File: src/rtl/hpm_counter_bank_pkg.sv
// hpm_counter_bank_pkg
//   Shared constants for the HPM counter bank: XLEN, CSR address-space
//   select values, the IRQ-enable register address, the event numbering
//   used by software and the core top level, and a selector-width helper.
//   Optional feature macro used by the bank: HPM_OVERFLOW_IRQ_EN.
package hpm_counter_bank_pkg;

    localparam int unsigned XLEN            = 64;
    localparam int unsigned NR_COMMIT_PORTS = 2;

    // addr[5] selects between counter space and event-selector space
    localparam logic HPM_SEL_CTR = 1'b0;
    localparam logic HPM_SEL_EVT = 1'b1;

    localparam logic [5:0] HPM_IRQ_EN_ADDR = 6'h3F;

    // Selector value; selector s counts event_inc[s-1]
    typedef enum logic [7:0] {
        HPM_EVT_NONE         = 8'd0,
        HPM_EVT_ICACHE_MISS  = 8'd1,
        HPM_EVT_DCACHE_MISS  = 8'd2,
        HPM_EVT_ITLB_MISS    = 8'd3,
        HPM_EVT_DTLB_MISS    = 8'd4,
        HPM_EVT_LOAD         = 8'd5,
        HPM_EVT_STORE        = 8'd6,
        HPM_EVT_EXCEPTION    = 8'd7,
        HPM_EVT_EXC_RET      = 8'd8,
        HPM_EVT_BRANCH       = 8'd9,
        HPM_EVT_BRANCH_MISS  = 8'd10,
        HPM_EVT_CALL         = 8'd11,
        HPM_EVT_RET          = 8'd12,
        HPM_EVT_MSB_FULL     = 8'd13,
        HPM_EVT_IF_EMPTY     = 8'd14,
        HPM_EVT_COMMIT_LOAD  = 8'd15,
        HPM_EVT_COMMIT_STORE = 8'd16
    } hpm_event_e;

    function automatic int unsigned hpm_sel_width(input int unsigned num_events);
        return $clog2(num_events + 1);
    endfunction

endpackage

File: src/rtl/hpm_counter.sv
// hpm_counter
//   One programmable performance counter: event selector, count register,
//   sticky overflow flag, event mux, adder and write-over-increment priority.
// Ports:
//   clk, rst      clock, synchronous active-high reset
//   count_en      counting allowed this cycle (not in debug, not inhibited)
//   cnt_we        write cnt_wdata to the count, clears ovf, drops increment
//   sel_we        write sel_wdata to the selector (counts from next cycle)
//   event_inc     flattened NumEvents x IncWidth increment vector
//   count, sel    current register values
//   ovf           sticky overflow flag
module hpm_counter
    import hpm_counter_bank_pkg::*;
#(
    parameter int unsigned NumEvents    = 16,
    parameter int unsigned CounterWidth = 48,
    parameter int unsigned IncWidth     = 2,
    parameter int unsigned SelWidth     = 5
) (
    input  logic                          clk,
    input  logic                          rst,
    input  logic                          count_en,
    input  logic                          cnt_we,
    input  logic                          sel_we,
    input  logic [CounterWidth-1:0]       cnt_wdata,
    input  logic [SelWidth-1:0]           sel_wdata,
    input  logic [NumEvents*IncWidth-1:0] event_inc,
    output logic [CounterWidth-1:0]       count,
    output logic [SelWidth-1:0]           sel,
    output logic                          ovf
);

    logic [IncWidth-1:0]   inc;
    logic [CounterWidth:0] sum;

    // Selector 0 and selectors above NumEvents match nothing and stay idle
    always_comb begin
        inc = '0;
        for (int unsigned e = 0; e < NumEvents; e++) begin
            if (sel == SelWidth'(e + 1)) begin
                inc = event_inc[e*IncWidth +: IncWidth];
            end
        end
    end

    // Extra MSB captures the carry that marks a wrap
    assign sum = {1'b0, count} + (CounterWidth + 1)'(inc);

    always_ff @(posedge clk) begin
        if (rst) begin
            count <= '0;
            sel   <= '0;
            ovf   <= 1'b0;
        end else begin
            if (cnt_we) begin
                count <= cnt_wdata;
                ovf   <= 1'b0;
            end else if (count_en) begin
                count <= sum[CounterWidth-1:0];
                if (sum[CounterWidth]) begin
                    ovf <= 1'b1;
                end
            end
            if (sel_we) begin
                sel <= sel_wdata;
            end
        end
    end

endmodule

File: src/rtl/hpm_counter_bank.sv
// hpm_counter_bank
//   Bank of NumCounters programmable HPM counters behind an SRAM-like CSR
//   port. Owns address decode, the combinational read mux, the optional
//   overflow-interrupt enable register and the registered irq output.
//   Optional feature: define HPM_OVERFLOW_IRQ_EN to add the IRQ-enable
//   register at 6'h3F and drive irq_o; otherwise irq_o is tied low.
// Ports:
//   clk_i, rst_i   clock, synchronous active-high reset
//   debug_mode_i   freezes all counting
//   addr_i         [5]=0 counter, [5]=1 selector; [4:0] index
//   we_i, data_i   write strobe and data
//   data_o         combinational read data
//   inhibit_i      per-counter inhibit
//   event_inc_i    flattened NumEvents x IncWidth increments
//   ovf_o          sticky overflow flags
//   irq_o          registered overflow interrupt
module hpm_counter_bank
    import hpm_counter_bank_pkg::*;
#(
    parameter int unsigned NumCounters  = 8,
    parameter int unsigned NumEvents    = 16,
    parameter int unsigned CounterWidth = 48,
    parameter int unsigned IncWidth     = $clog2(NR_COMMIT_PORTS + 1)
) (
    input  logic                          clk_i,
    input  logic                          rst_i,
    input  logic                          debug_mode_i,
    input  logic [5:0]                    addr_i,
    input  logic                          we_i,
    input  logic [XLEN-1:0]               data_i,
    output logic [XLEN-1:0]               data_o,
    input  logic [NumCounters-1:0]        inhibit_i,
    input  logic [NumEvents*IncWidth-1:0] event_inc_i,
    output logic [NumCounters-1:0]        ovf_o,
    output logic                          irq_o
);

    localparam int unsigned SelWidth = hpm_sel_width(NumEvents);

    logic [4:0]              idx;
    logic                    irq_en_hit;
    logic                    ctr_space;
    logic                    sel_space;
    logic [CounterWidth-1:0] count_q [NumCounters];
    logic [SelWidth-1:0]     sel_q   [NumCounters];
    logic                    unused_data;

    assign idx        = addr_i[4:0];
    assign irq_en_hit = (addr_i == HPM_IRQ_EN_ADDR);
    assign ctr_space  = (addr_i[5] == HPM_SEL_CTR);
    // 6'h3F always belongs to the IRQ-enable slot, even with 32 counters
    assign sel_space  = (addr_i[5] == HPM_SEL_EVT) && !irq_en_hit;

    assign unused_data = ^data_i;

    for (genvar k = 0; k < NumCounters; k++) begin : g_ctr
        hpm_counter #(
            .NumEvents   (NumEvents),
            .CounterWidth(CounterWidth),
            .IncWidth    (IncWidth),
            .SelWidth    (SelWidth)
        ) u_ctr (
            .clk      (clk_i),
            .rst      (rst_i),
            .count_en (!debug_mode_i && !inhibit_i[k]),
            .cnt_we   (we_i && ctr_space && (idx == 5'(k))),
            .sel_we   (we_i && sel_space && (idx == 5'(k))),
            .cnt_wdata(data_i[CounterWidth-1:0]),
            .sel_wdata(data_i[SelWidth-1:0]),
            .event_inc(event_inc_i),
            .count    (count_q[k]),
            .sel      (sel_q[k]),
            .ovf      (ovf_o[k])
        );
    end

`ifdef HPM_OVERFLOW_IRQ_EN
    logic [NumCounters-1:0] irq_en_q;
    logic                   irq_q;

    always_ff @(posedge clk_i) begin
        if (rst_i) begin
            irq_en_q <= '0;
            irq_q    <= 1'b0;
        end else begin
            if (we_i && irq_en_hit) begin
                irq_en_q <= data_i[NumCounters-1:0];
            end
            irq_q <= |(ovf_o & irq_en_q);
        end
    end

    assign irq_o = irq_q;
`else
    assign irq_o = 1'b0;
`endif

    always_comb begin
        data_o = '0;
        for (int unsigned k = 0; k < NumCounters; k++) begin
            if (idx == 5'(k)) begin
                if (ctr_space) begin
                    data_o = XLEN'(count_q[k]);
                end else if (sel_space) begin
                    data_o = XLEN'(sel_q[k]);
                end
            end
        end
`ifdef HPM_OVERFLOW_IRQ_EN
        if (irq_en_hit) begin
            data_o = XLEN'(irq_en_q);
        end
`endif
    end

endmodule

File: config.mk
export PLATFORM = sky130hd
export DESIGN_NAME = hpm_counter_bank
export DESIGN_NICKNAME = d
export VERILOG_FILES = /design/src/rtl/hpm_counter_bank_pkg.sv /design/src/rtl/hpm_counter.sv /design/src/rtl/hpm_counter_bank.sv
export SDC_FILE = /design/constraint.sdc
export NUM_CORES = 2
export LEC_CHECK = 0
export CAP_MARGIN = 10
export CORE_ASPECT_RATIO = 0.8
export CORE_MARGIN = 1.5
export CORE_UTILIZATION = 55
export CTS_CLUSTER_SIZE = 20
export DETAILED_ROUTE_END_ITERATION = 6
export PLACE_DENSITY = 0.78
export SKIP_LAST_GASP = 1
export SLEW_MARGIN = 20
export SYNTH_ARGS = -nofsm -noshare
export SYNTH_HDL_FRONTEND = slang
export SYNTH_HIERARCHICAL = 1
export SYNTH_SLANG_ARGS = --single-unit
File: constraint.sdc
create_clock -name clk_i -period 3.2 [get_ports clk_i]
set_input_delay 0.64 -clock clk_i [delete_from_list [all_inputs] [get_ports clk_i]]
set_output_delay 0.64 -clock clk_i [all_outputs]
set_load 0.01 [all_outputs]
==> impl_metrics.tcl <==
set metrics [dict create \
    worst_skew_pair.late_latency_ns 0.61 \
    wl_met2_microns 45700 \
    die_y_microns 214 \
    cp_slowest_cell "a222oi_1" \
    num_io_pins 187 \
    crit_fanout 6 \
    grt_pass1_wl_microns 173000 \
    r2r_start "g_ctr[3].u_ctr/sel[3]" \
    cts_buffers 48 \
    ys_seq_area_share_pct 28.3 \
    pwr-share-seq_pct 42.9 \
    num-fill-cells 4345 \
    placedCellCount 4887 \
    placedInstanceArea_sq_um 34900 \
    p_total_w 0.0127 \
    stdcell_count 4999 \
    drt_iter0_markers 5711 \
    drt-met1-wl_microns 47200 \
    die_area_sq_um 56900 \
    status "finished with violations" \
    start_util_pct 55.5 \
    power_density_nw_per_um2 339 \
    crit_path_cell_trace "buf_2, nor3b_4, buf_4, nand2b_4, nor3b_1, buf_4, a222oi_1, o31ai_2, buf_2" \
    comb_power_share_pct 9.7 \
    h-tree-depth 2 \
    clock_skew_ns 0.0114 \
    postSynthCellCount 3958 \
    period_needed_ns 3.25 \
    async_flop_share_pct 0 \
    port_buffers 153 \
    wl_per_cell_microns 23.1 \
    rows 77 \
    ys_warn_count 6 \
    worst_ep_required_time_ns 2.56 \
    synth_seq_cells 432 \
    vias 33100 \
    dr_wl_met3_microns 19000 \
    avgSynthCellArea_sq_um 7.71 \
    max_stage_delay_ns 0.67 \
    yosysUniqueCellTypes 59 \
    top_layer_used "met5" \
    fin_area_sq_um 37500 \
    power.internal_w 0.00943 \
    finalSetupViolCount 4 \
    p_sw_w 0.00331 \
    p_leak_nw 12.5 \
    post_drt_via_cell_ratio 6.63 \
    synth_area_sq_um 30500 \
    cts_tree "yes" \
    violations "design-rule violations, negative setup slack" \
    drcViolationCount 12 \
    cp_top_family "compound AO/OA/AOI/OAI gates" \
    grtUsageTotal_pct 38.9 \
    crit_path_start_kind "primary input" \
    place.gp.congestion 1.06 \
    hold_viol 0 \
    drt_first_pass_iters 7 \
    ys.flop_type "dfxtp_1" \
    grt-ovfl-total 0 \
    drive_gt1_share_pct 16.2 \
    clkPwrFrac_pct 47.4 \
    die_width_microns 266 \
    maxCapViolCount 0 \
    max_freq_mhz 308 \
    cp-startpoint "addr_i[4]" \
    path_clk_slew_ns 0.06 \
    synth_edf_count 0 \
    grt_max_degree 78 \
    worstMarginPinSlew_ns 1.09 \
    cts_hold_buf 0 \
    hp-start "rst_i" \
    slew_violations 0 \
    cp.arrival_ns 2.61 \
    max-slew-margin-rel_pct 27.4 \
    fin_crit_sh_pct 102 \
    grt_pass1_vias 29400 \
    design.core.area_sq_um 55000 \
    wirelength_microns 115000 \
    syn2layout_area_growth_pct 23.0 \
    ant_nets 0 \
    root_buffer "clkbuf_16" \
    hold_class "primary input to flop" \
    vdd_drop_max_uv 385 \
    rsz0062_at_grt "true" \
    finalNetCount 4347 \
    cp_num_buf_inv 4 \
    clock-sinks 432 \
    path_class "primary input to primary output" \
    clock_path_buffers 3 \
    dp_hpwl_microns 84100 \
    critPathCaptureType "primary output" \
    swShare_pct 26.0 \
    antenna_found_initial 2 \
    setup_ws_ns -0.0514 \
]
## synth_stat cells (9+ instances only)
library cell	number	share of area [%]
and3_1	80	1.6
inv_1	96	1.2
o22ai_1	76	1.6
nand3_1	125	2.1
o21ai_0	148	2.4
and4_1	56	1.6
o21ai_1	29	0.48
a21oi_1	183	3.0
buf_1	11	0.14
clkbuf_1	272	3.3
a211oi_1	222	5.5
nand4_1	120	2.5
dfxtp_1	432	28
xor2_1	16	0.46
a31oi_1	59	1.2
nor2_1	409	5.0
a21o_1	16	0.39
nor3b_1	10	0.25
nand2_1	301	3.7
a221o_1	36	1.2
nor4b_1	32	0.92
and2_1	34	0.70
buf_2	28	0.46
or4_1	17	0.42
mux2i_1	178	5.8
or3_1	40	0.82
nor3_1	146	2.4
nor2b_1	59	1.2
ha_1	16	0.66
buf_4	24	0.59
a311oi_1	32	0.92
xnor2_1	320	9.2
nand2b_1	11	0.23
mux4_2	9	0.66
nor4_1	96	2.0
o211ai_1	60	1.5
buf_6	11	0.41
nor4_2	40	1.6
## flip-flops by register name (all words and copies together) (netlist names)
register and cells:
g_ctr.u_ctr/sel 40, g_ctr.u_ctr/count 384, g_ctr.u_ctr/ovf 8
## through the flow
step	setup TNS, ns	hold slack [ns]	util, %	setup WS (ns)
floorplan	0	0.498	-	0.0507
global placement	-145.09	0.502	63.5	-0.885
detailed placement	-169.22	0.509	63.5	-0.944
CTS	-0.660	0.497	67.7	-0.110
global route	-0.167	0.539	68.2	-0.0631
finish	-0.132	0.503	68.2	-0.0514
## cells by family after synthesis
group                      Yosys count  share of synthesized area [%]
xor gates and xnor gates           336                           9.65
DFF                                432                           28.3
adders and majority gates           24                           1.18
muxes                              195                           6.80
other                                1                         0.0123
and+or+nand+nor                   1614                           28.3
AOI/OAI and AO/OA                  914                           19.6
buffers and inverters              442                           6.12
## final timing paths
kind	to	slack, ns	cells past startpoint
max	data_o[17]	-0.05	9
min	g_ctr[7].u_ctr/count[47]	0.50	2
max reg2reg	g_ctr[3].u_ctr/count[19]	0.10	13
min reg2reg	g_ctr[6].u_ctr/ovf	0.53	2
## cell usage in the layout (no fill, tap or decap), drive strengths merged, types with 67 or more instances in the layout
cell	synthesis	final
dfxtp	432	432
nor2	410	410
buf	74	392
xnor2	320	320
nand2	302	302
a211oi	222	222
a21oi	184	184
mux2i	178	178
o21ai	177	177
nor3	146	146
nor4	136	136
nand4	128	128
nand3	125	125
inv	96	98
clkdlybuf4s50	0	94
and3	80	80
o22ai	76	76
clkbuf	272	67
## per-layer routing
layer | vias to the layer above | GRT usage, %
met5 | - | 0
met4 | 2 | 9.76
met3 | 298 | 12.6
met2 | 2352 | 54.9
met1 | 15400 | 56.6
li1 | 15100 | -
## final cells by class
class                           count  area (sq um)  area share, %
Antenna cell                        2          5.00         0.0133
Timing Repair Buffer              531          5240           14.0
Multi-Input combinational cell   3100         20600           55.0
Inverter                           96           360          0.960
Clock inverter                     23           282          0.750
Tap cell                          750           938           2.50
Clock buffer                       65          1410           3.75
Sequential cell                   432          8670           23.1
## timing repair
item                                    4_1_cts  5_1_grt
gates cloned                                  7        0
endpoints found under the setup margin       56      165
resized for setup                           220       84
setup buffers                                18        3
pin swaps                                    46        9
endpoints found under the hold margin         0        0
## power groups by stage
stage / clock network (W) / logic [W] / registers, W
after global routing: 0.00627 / 0.00127 / 0.00546
after detailed placement: 0 / 0.00111 / 0.00558
after CTS: 0.00606 / 0.00117 / 0.00546
final: 0.00603 / 0.00124 / 0.00546
after floorplan: 0 / 0.000460 / 0.00556
after global placement: 0 / 0.00110 / 0.00558
Note: power is estimated with default switching activity, not from simulation.
